## src/rtl/conf_int_mac__pipe_acc.sv

```systemverilog
// conf_int_mac__pipe_acc
// Two-stage unsigned multiply-add / accumulate unit with a valid/ready handshake
// on both sides. Stage 1 registers the masked product. Stage 2 is the output
// register, which also owns the wide accumulator and the sticky overflow flag.
module conf_int_mac__pipe_acc #(
    parameter int OP_BITWIDTH        = 16,
    parameter int DATA_PATH_BITWIDTH = 16,
    parameter int ACC_BITWIDTH       = 40,
    parameter int SAT                = 1
) (
    input  logic                          clk,
    input  logic                          rst,
    input  logic                          in_valid,
    output logic                          in_ready,
    input  logic [DATA_PATH_BITWIDTH-1:0] a,
    input  logic [DATA_PATH_BITWIDTH-1:0] b,
    input  logic [DATA_PATH_BITWIDTH-1:0] c,
    input  logic                          acc_en,
    input  logic                          acc_clr,
    output logic                          out_valid,
    input  logic                          out_ready,
    output logic [DATA_PATH_BITWIDTH-1:0] d,
    output logic                          ovf
);

    localparam int DW = DATA_PATH_BITWIDTH;
    localparam int PW = 2 * DW;
    localparam int SW = ACC_BITWIDTH + 1;   // one spare bit catches the accumulator carry-out

    // Reduced precision: the low (DW-OP_BITWIDTH) operand bits are dropped.
    localparam logic [DW-1:0] OP_MASK = {DW{1'b1}} << (DW - OP_BITWIDTH);

    logic                    s1_valid;
    logic [PW-1:0]           s1_p;
    logic [DW-1:0]           s1_c;
    logic                    s1_acc_en;
    logic                    s1_acc_clr;
    logic [ACC_BITWIDTH-1:0] acc;

    logic [PW-1:0]           prod;
    logic                    s2_load;
    logic [ACC_BITWIDTH-1:0] acc_base;
    logic [SW-1:0]           sum;
    logic                    over;
    logic [DW-1:0]           res;

    assign prod     = PW'(a & OP_MASK) * PW'(b & OP_MASK);
    // Stage 2 takes a new op whenever the output register is free or being drained.
    assign s2_load  = s1_valid && (!out_valid || out_ready);
    // Ready looks through both stages, so a full pipe that is draining still accepts.
    assign in_ready = !s1_valid || s2_load;

    // Stage 1: capture the masked product and the per-op controls.
    always_ff @(posedge clk) begin
        if (!rst) begin
            s1_valid   <= 1'b0;
            s1_p       <= '0;
            s1_c       <= '0;
            s1_acc_en  <= 1'b0;
            s1_acc_clr <= 1'b0;
        end else if (in_ready) begin
            s1_valid <= in_valid;
            if (in_valid) begin
                s1_p       <= prod;
                s1_c       <= c;
                s1_acc_en  <= acc_en;
                s1_acc_clr <= acc_clr;
            end
        end
    end

    // Stage 2 arithmetic: add the addend or the accumulator, then saturate or wrap.
    always_comb begin
        acc_base = '0;
        sum      = '0;
        res      = '0;
        if (s1_acc_en && !s1_acc_clr) begin
            acc_base = acc;
        end
        if (s1_acc_en) begin
            sum = {1'b0, acc_base} + SW'(s1_p);
        end else begin
            sum = SW'(s1_p) + SW'(s1_c);
        end
        // Any bit above DW, including the accumulator carry bit, means overflow.
        over = |sum[SW-1:DW];
        if (over && (SAT != 0)) begin
            res = '1;
        end else begin
            res = sum[DW-1:0];
        end
    end

    // Stage 2 register: result, accumulator and sticky overflow move together.
    always_ff @(posedge clk) begin
        if (!rst) begin
            out_valid <= 1'b0;
            d         <= '0;
            acc       <= '0;
            ovf       <= 1'b0;
        end else if (!out_valid || out_ready) begin
            out_valid <= s1_valid;
            if (s1_valid) begin
                d <= res;
                if (s1_acc_en) begin
                    acc <= sum[ACC_BITWIDTH-1:0];
                end
                if (over) begin
                    ovf <= 1'b1;
                end else if (s1_acc_en && s1_acc_clr) begin
                    ovf <= 1'b0;
                end
            end
        end
    end

endmodule

```

## config.mk

```make
export PLATFORM = sky130hd
export DESIGN_NAME = conf_int_mac__pipe_acc
export DESIGN_NICKNAME = d
export VERILOG_FILES = /design/src/rtl/conf_int_mac__pipe_acc.sv
export SDC_FILE = /design/constraint.sdc
export NUM_CORES = 1
export LEC_CHECK = 0
export ABC_AREA = 1
export CORE_MARGIN = 4
export CORE_UTILIZATION = 64
export DETAILED_ROUTE_END_ITERATION = 8
export PLACE_DENSITY = 0.83
export REMOVE_ABC_BUFFERS = 1
export SLEW_MARGIN = 0
export SYNTH_ARGS = -nofsm -noshare
export SYNTH_HDL_FRONTEND = slang
export SYNTH_SLANG_ARGS = --single-unit
```

## constraint.sdc

```tcl
create_clock -name clk -period 8.9 [get_ports clk]
set_clock_uncertainty 0.1 [all_clocks]
set_input_delay 1.78 -clock clk [delete_from_list [all_inputs] [get_ports clk]]
set_output_delay 1.78 -clock clk [all_outputs]
set_load 0.02 [all_outputs]
```

==> results of run 1 <==
## final timing paths
kind | from | end | slack [ps]
min | acc[0]$_SDFFE_PN0P_ | acc[0]$_SDFFE_PN0P_ | 370
min reg2reg | acc[0]$_SDFFE_PN0P_ | acc[0]$_SDFFE_PN0P_ | 370
max | a[8] | s1_p[25]$_SDFFE_PN0P_ | 850
max reg2reg | s1_acc_en$_SDFFE_PN0P_ | d[3]$_SDFFE_PN0P_ | 4190
## state kept, by name, summed over array words and instances, names as in the netlist
register,count
s1_valid,1
s1_c,16
s1_p,32
acc,40
out_valid,1
d,16
s1_acc_clr,1
ovf,1
s1_acc_en,1
## kinds of logic after synthesis
logic type      count (synthesis)
simple gates                 1242
buf+inv                       845
fa+ha+maj                     348
compound gates                309
flops                         109
xor+xnor                       30
## tightest hold or removal path, delay by kind of cell (launching register included)
family	cells	cell delay (ps)
buffers and inverters	1	60
AO/OA/AOI/OAI	1	60
flip-flops	1	310
## layout by cell type (no fill, tap or decap), types with 2 or more instances in the layout
cell,synthesis,final
nand3b_1,9,9
fa_1,196,196
a21boi_0,3,3
nand3_1,129,129
clkbuf_16,0,9
o22ai_1,2,2
nor2_1,244,244
nand2_1,778,777
nand2_2,11,12
nand3_2,7,7
ha_1,152,152
o221ai_1,2,2
nand4_1,11,11
nor4_1,4,4
nor2_2,16,16
o21ai_2,10,10
o211ai_1,8,8
clkdlybuf4s50_1,0,72
dfxtp_1,109,109
o21bai_1,9,9
a21o_1,7,7
and2_1,3,3
inv_2,6,7
o21a_1,5,5
or2_2,12,12
o21ai_0,130,130
nor3_2,3,3
xor2_1,17,17
xnor2_1,13,13
buf_4,1,26
a21oi_1,120,120
clkinv_8,0,3
a31oi_1,9,9
nor3_1,12,12
a211oi_1,2,2
clkinv_4,0,2
inv_1,730,729
## metal layers
| metal | part of all wire, % | GRT usage (%) | vias up | wire, µm |
|---|---|---|---|---|
| met2 | 48 | 57.62 | 658 | 23920 |
| li1 | - | - | 8562 | - |
| met4 | 5.4 | 15.60 | 0 | 2716 |
| met1 | 40 | 40.22 | 8044 | 20180 |
| met5 | 0 | 0 | - | 0 |
| met3 | 6.5 | 3.034 | 164 | 3272 |
## layout make-up
cell class	instances	share of cell area [%]
Clock buffer	9	1.152
Clock inverter	7	0.5375
Multi-Input combinational cell	1929	65.92
Timing Repair Buffer	98	4.684
Tap cell	378	2.419
Inverter	736	14.13
Sequential cell	109	11.16
## where the power goes
group	total, mW	switching [mW]	internal [mW]
sequential	0.649	0.0884	0.561
combinational	4.60	2.85	1.75
clock	0.447	0.219	0.228
total	5.69	3.15	2.54
==> reports/metrics.cfg, run 1 <==
[clock_tree]
cts_tree=built
cts.path.max_buffers=2
h-tree-depth=3
cts_buffers=9
clkSlewWorstSetupHoldPaths_ps=80
cts_root_buf=clkbuf_16
cts_setup_buffers=0
clk_latency_ps=370
ctsResizeCount=0
clock_sinks=109
ctsHoldBuffers=0

[layout]
nNetsFinal=3285
multi_input_area_mm2=0.01289
final_cell_area_mm2=0.01955
area_growth_pct=7.071
fin_util_pct=69.99
fillerInstances=2518
seq_area_mm2=0.002182
diodes=0
drive_gt1_share_pct=3.843
fin_cells=3266

[global_routing]
grt_pass1_wl_um=82520
grt_pass1_vias=17410
antenna_found_initial=0
grt_max_degree=66
grt_usage_pct=32.64
globalRouteOverflowTotal=0

[logic_synthesis]
syn_area_mm2=0.01826
synth_edf_count=0
seq_area_frac_synth_pct=11.95
synth_cell_type_count=43
avgSynthCellArea_um2=6.334
synth_top_area_share_pct=21.49
synthFlopType=dfxtp_1
yosys-top-cells-area=fa_1 21%, nand2_1 16%, inv_1 15%
synthXorXnorAreaFrac_pct=1.439
synthArstFlopShare_pct=0
synth_seq_cells=109
synth.largest_area_cell=fa_1
synth_common_cells=778 x nand2_1, 730 x inv_1, 244 x nor2_1
synth.most_common_cell=nand2_1
synth-compound-area-share_pct=9.291
yosys_warnings=0
yosys-mux-area-fraction_pct=0
synth_simple_gate_area_share_pct=27.93
synth_fa_ha_area_share_pct=31.90
synth_cells=2883
synth_top_family_by_area=adder cells

[detailed_routing]
dr.pass1.iters=7
wl_um=50080
via_count=17430
avgRoutedWirePerCell_um=15.33
vias_per_cell=5.336
dr.first_iter.drc_count=1348
drc=0
ant_nets=0

[sta]
fmax_ghz=0.1242
fin_ws_ps=848.9
fin_crit_ps=8051
tightestPinTransition_ps=874.6
slew_viol_final=0
hold_viol_final=0
hold_slack_ps=370.8
setup_viol=0
fin_crit_sh_pct=90.46
setup_tns_ps=0
rsz0062_at_grt=no
relSlewSlack_pct=41.51

[place]
dp_hpwl_um=41600
post-place-ws_ps=520.7
io_buffers=72
dp_cells=3250
place_congestion=0.9954
place_area_mm2=0.01922

[critical_path]
crit_buf_inv=8
critPathMostFrequentCell=inv_1
path_depth=24
cpPeakStageDelay_ps=760
critPathArrivalTime_ps=8210
crit_chain=clkdlybuf4s50_1, nand2_1, inv_1, fa_1, inv_1, fa_1, fa_1, inv_1, fa_1, fa_1, inv_1, fa_1, inv_1, ha_1, nand2_1, inv_1, a21oi_1, nand3_1, a21boi_0, o21ai_0, a21oi_1, xnor2_1, o21ai_0, inv_1
ff2ff_path_depth=21
required_ps=9060
startpoint_type=input port
endpoint_kind=flop
path_max_fanout=16
critPathTopFamily=adder cells
path_class=input port to flop
slowest_stage=clkdlybuf4s50_1

[floorplanning]
coreArea_mm2=0.02793
initial_core_util_pct=65.37
die_w_um=176.9
rows=61
io_pins=73
die_height_um=176.9
die-area_mm2=0.03130

[pwr]
leakage_nw=11.51
vdd_ir_drop_max_v=0.0003053
power_mw=5.692
power_density_mw_per_mm2=291.1

[run_status]
outcome=finished clean

[worst_hold_path]
min_path_type=flop to flop
hold_depth=2

[flow_run]
drv_cap=0

Power figures use the tool's default switching activity.
==> run 2, diff against run 1 <==
--- a/config.mk
+++ b/config.mk
@@ -6,11 +6,13 @@
 export NUM_CORES = 1
 export LEC_CHECK = 0
 export ABC_AREA = 1
+export CAP_MARGIN = 20
 export CORE_MARGIN = 4
 export CORE_UTILIZATION = 64
 export DETAILED_ROUTE_END_ITERATION = 8
 export PLACE_DENSITY = 0.83
 export REMOVE_ABC_BUFFERS = 1
+export SKIP_LAST_GASP = 1
 export SLEW_MARGIN = 0
 export SYNTH_ARGS = -nofsm -noshare
 export SYNTH_HDL_FRONTEND = slang
==> results of run 2 <==
The final DEF is identical to that of run 1; final timing and power are the same.
==> run 3, diff against run 2 <==
--- a/config.mk
+++ b/config.mk
@@ -7,7 +7,6 @@
 export LEC_CHECK = 0
 export ABC_AREA = 1
 export CAP_MARGIN = 20
-export CORE_MARGIN = 4
 export CORE_UTILIZATION = 64
 export DETAILED_ROUTE_END_ITERATION = 8
 export PLACE_DENSITY = 0.83
==> run 3 against run 2 <==
First-iteration DRC count is 15% lower; utilization is 0.18 points lower; sequential share of layout area hardly changed; register-to-register slack better by 330 ps; combinational power hardly changed; worst setup slack hardly changed; hold slack worse by 13 ps; maximum frequency hardly changed; critical endpoint unchanged; highest routed layer unchanged.
==> reports/metrics.cfg, run 3 (synthesized netlist as in run 1, its figures left out) <==
[critical_path]
startpoint=b[6]
startpoint_type=input port
critPathArrivalTime_ps=8220
endpoint_kind=flop
r2r_slack_ps=4520
path_class=input port to flop
slowest_stage=clkdlybuf4s50_1
cpPeakStageDelay_ps=600
path_max_fanout=10
rr_endpoint=d[2]$_SDFFE_PN0P_
required_ps=9070
reg2reg_from=s1_acc_clr$_SDFFE_PN0P_
ff2ff_path_depth=21
crit_path_end=s1_p[25]$_SDFFE_PN0P_

[worst_hold_path]
min_path_type=flop to flop

[sta]
fmax_ghz=0.1242
fin_crit_ps=8051
rsz0062_at_grt=no
slew_viol_final=0
relSlewSlack_pct=37.70
tightestPinTransition_ps=933.5
hold_slack_ps=358.1
setup_viol=0
fin_crit_sh_pct=90.46
hold_viol_final=0
setup_tns_ps=0

[layout]
fillerInstances=2539
top_register=acc
nNetsFinal=3284
area_growth_pct=6.797
largest_registers=acc: 40 flops, s1_p: 32 flops
drive_gt1_share_pct=3.708
diodes=0
largest_register_ffs=40
layout_common_cells=777 x nand2_1, 729 x inv_1, 244 x nor2_1, 196 x fa_1, 152 x ha_1
final_common_cell=nand2_1

[detailed_routing]
wl_um=50110
avgRoutedWirePerCell_um=15.35
vias_per_cell=5.356
dr.pass1.iters=5
drc=0
ant_nets=0
via_count=17480
dr.first_iter.drc_count=1148

[floorplanning]
coreArea_mm2=0.02793
rows=61
initial_core_util_pct=65.37
die_height_um=170.9
die_w_um=170.9
die-area_mm2=0.02921
io_pins=73

[place]
dp_hpwl_um=41700
io_buffers=72
place_congestion=1.039

[global_routing]
globalRouteOverflowTotal=0
grt_max_degree=66
grt_pass1_wl_um=81900
grt_pass1_vias=17130
antenna_found_initial=0
grt_usage_pct=35.88

[pwr]
power_mw=5.685
power_density_mw_per_mm2=291.5
leakage_nw=11.48
vdd_ir_drop_max_v=0.0002801

[clock_tree]
ctsHoldBuffers=0
clock_sinks=109
cts_tree=built
clk_latency_ps=380
cts.path.max_buffers=2
clkSlewWorstSetupHoldPaths_ps=70
cts_root_buf=clkbuf_16
h-tree-depth=3
cts_buffers=9
cts_setup_buffers=0
ctsResizeCount=0

[run_status]
outcome=finished clean

[flow_run]
drv_cap=0

==> run 3: cell count changes in the layout (fill, tap and decap cells not counted), sizes merged <==
cell      before  now
clkbuf         9   11
clkinvlp       0    1
inv          737  738
buf           26   25
clkinv         5    0
==> run 3: worst min path at each step <==
| stage | end | slack [ps] | cells past startpoint | startpoint |
|---|---|---|---|---|
| 6_report | acc[0]$_SDFFE_PN0P_ | 360 | 2 | acc[0]$_SDFFE_PN0P_ |
| 2_1_floorplan | acc[0]$_SDFFE_PN0P_ | 330 | 2 | acc[0]$_SDFFE_PN0P_ |
| 4_1_cts | acc[0]$_SDFFE_PN0P_ | 360 | 2 | acc[0]$_SDFFE_PN0P_ |
| 3_3_place_gp | acc[0]$_SDFFE_PN0P_ | 340 | 2 | acc[0]$_SDFFE_PN0P_ |
| 3_5_place_dp | acc[0]$_SDFFE_PN0P_ | 340 | 2 | acc[0]$_SDFFE_PN0P_ |
| 5_1_grt | acc[1]$_SDFFE_PN0P_ | 390 | 2 | acc[1]$_SDFFE_PN0P_ |
==> run 3: metrics by stage <==
| stage | cells | util (%) | instance area [µm²] | worst slack [ps] |
|---|---|---|---|---|
| global placement | 3249 | 68.79 | 19210 | 699.8 |
| finish | 3264 | 69.82 | 19500 | 849.2 |
| global route | 3264 | 69.82 | 19500 | 524.7 |
| detailed placement | 3249 | 68.79 | 19210 | 532.3 |
| floorplan | 2774 | - | 17830 | 1972 |
| CTS | 3264 | 69.82 | 19500 | 926.1 |
==> run 3: critical path, delay by kind of cell <==
family                   cells  cell delay [ps]
adder cells (fa/ha/maj)      7             3420
buffers and inverters        8             1200
AO/OA/AOI/OAI                4              930
AND/OR/NAND/NOR              5              690
XOR/XNOR                     1              180
==> run 3: per-layer routing <==
layer,routed length (µm),vias to the layer above,GRT usage (%)
met5,0,-,0
met4,1974,0,15.41
met3,3133,132,3.771
met2,24540,679,64.37
met1,20460,8104,43.54
li1,-,8566,-
==> run 3: cell type report <==
type | count | area, µm² | area share, %
tap | 378 | 473.0 | 2.425
timing repair buffer | 97 | 908.4 | 4.658
multi-input combinational | 1929 | 12890 | 66.09
inverter | 736 | 2763 | 14.17
sequential | 109 | 2182 | 11.19
clock buffer | 11 | 232.7 | 1.193
clock inverter | 4 | 55.05 | 0.2823
==> run 3: power by group <==
part	leakage [nW]	internal (mW)	total, mW	switching (mW)
clock network	0.137	0.219	0.419	0.200
registers	0.898	0.561	0.649	0.0879
logic	10.4	1.75	4.62	2.87
total	11.5	2.53	5.68	3.15
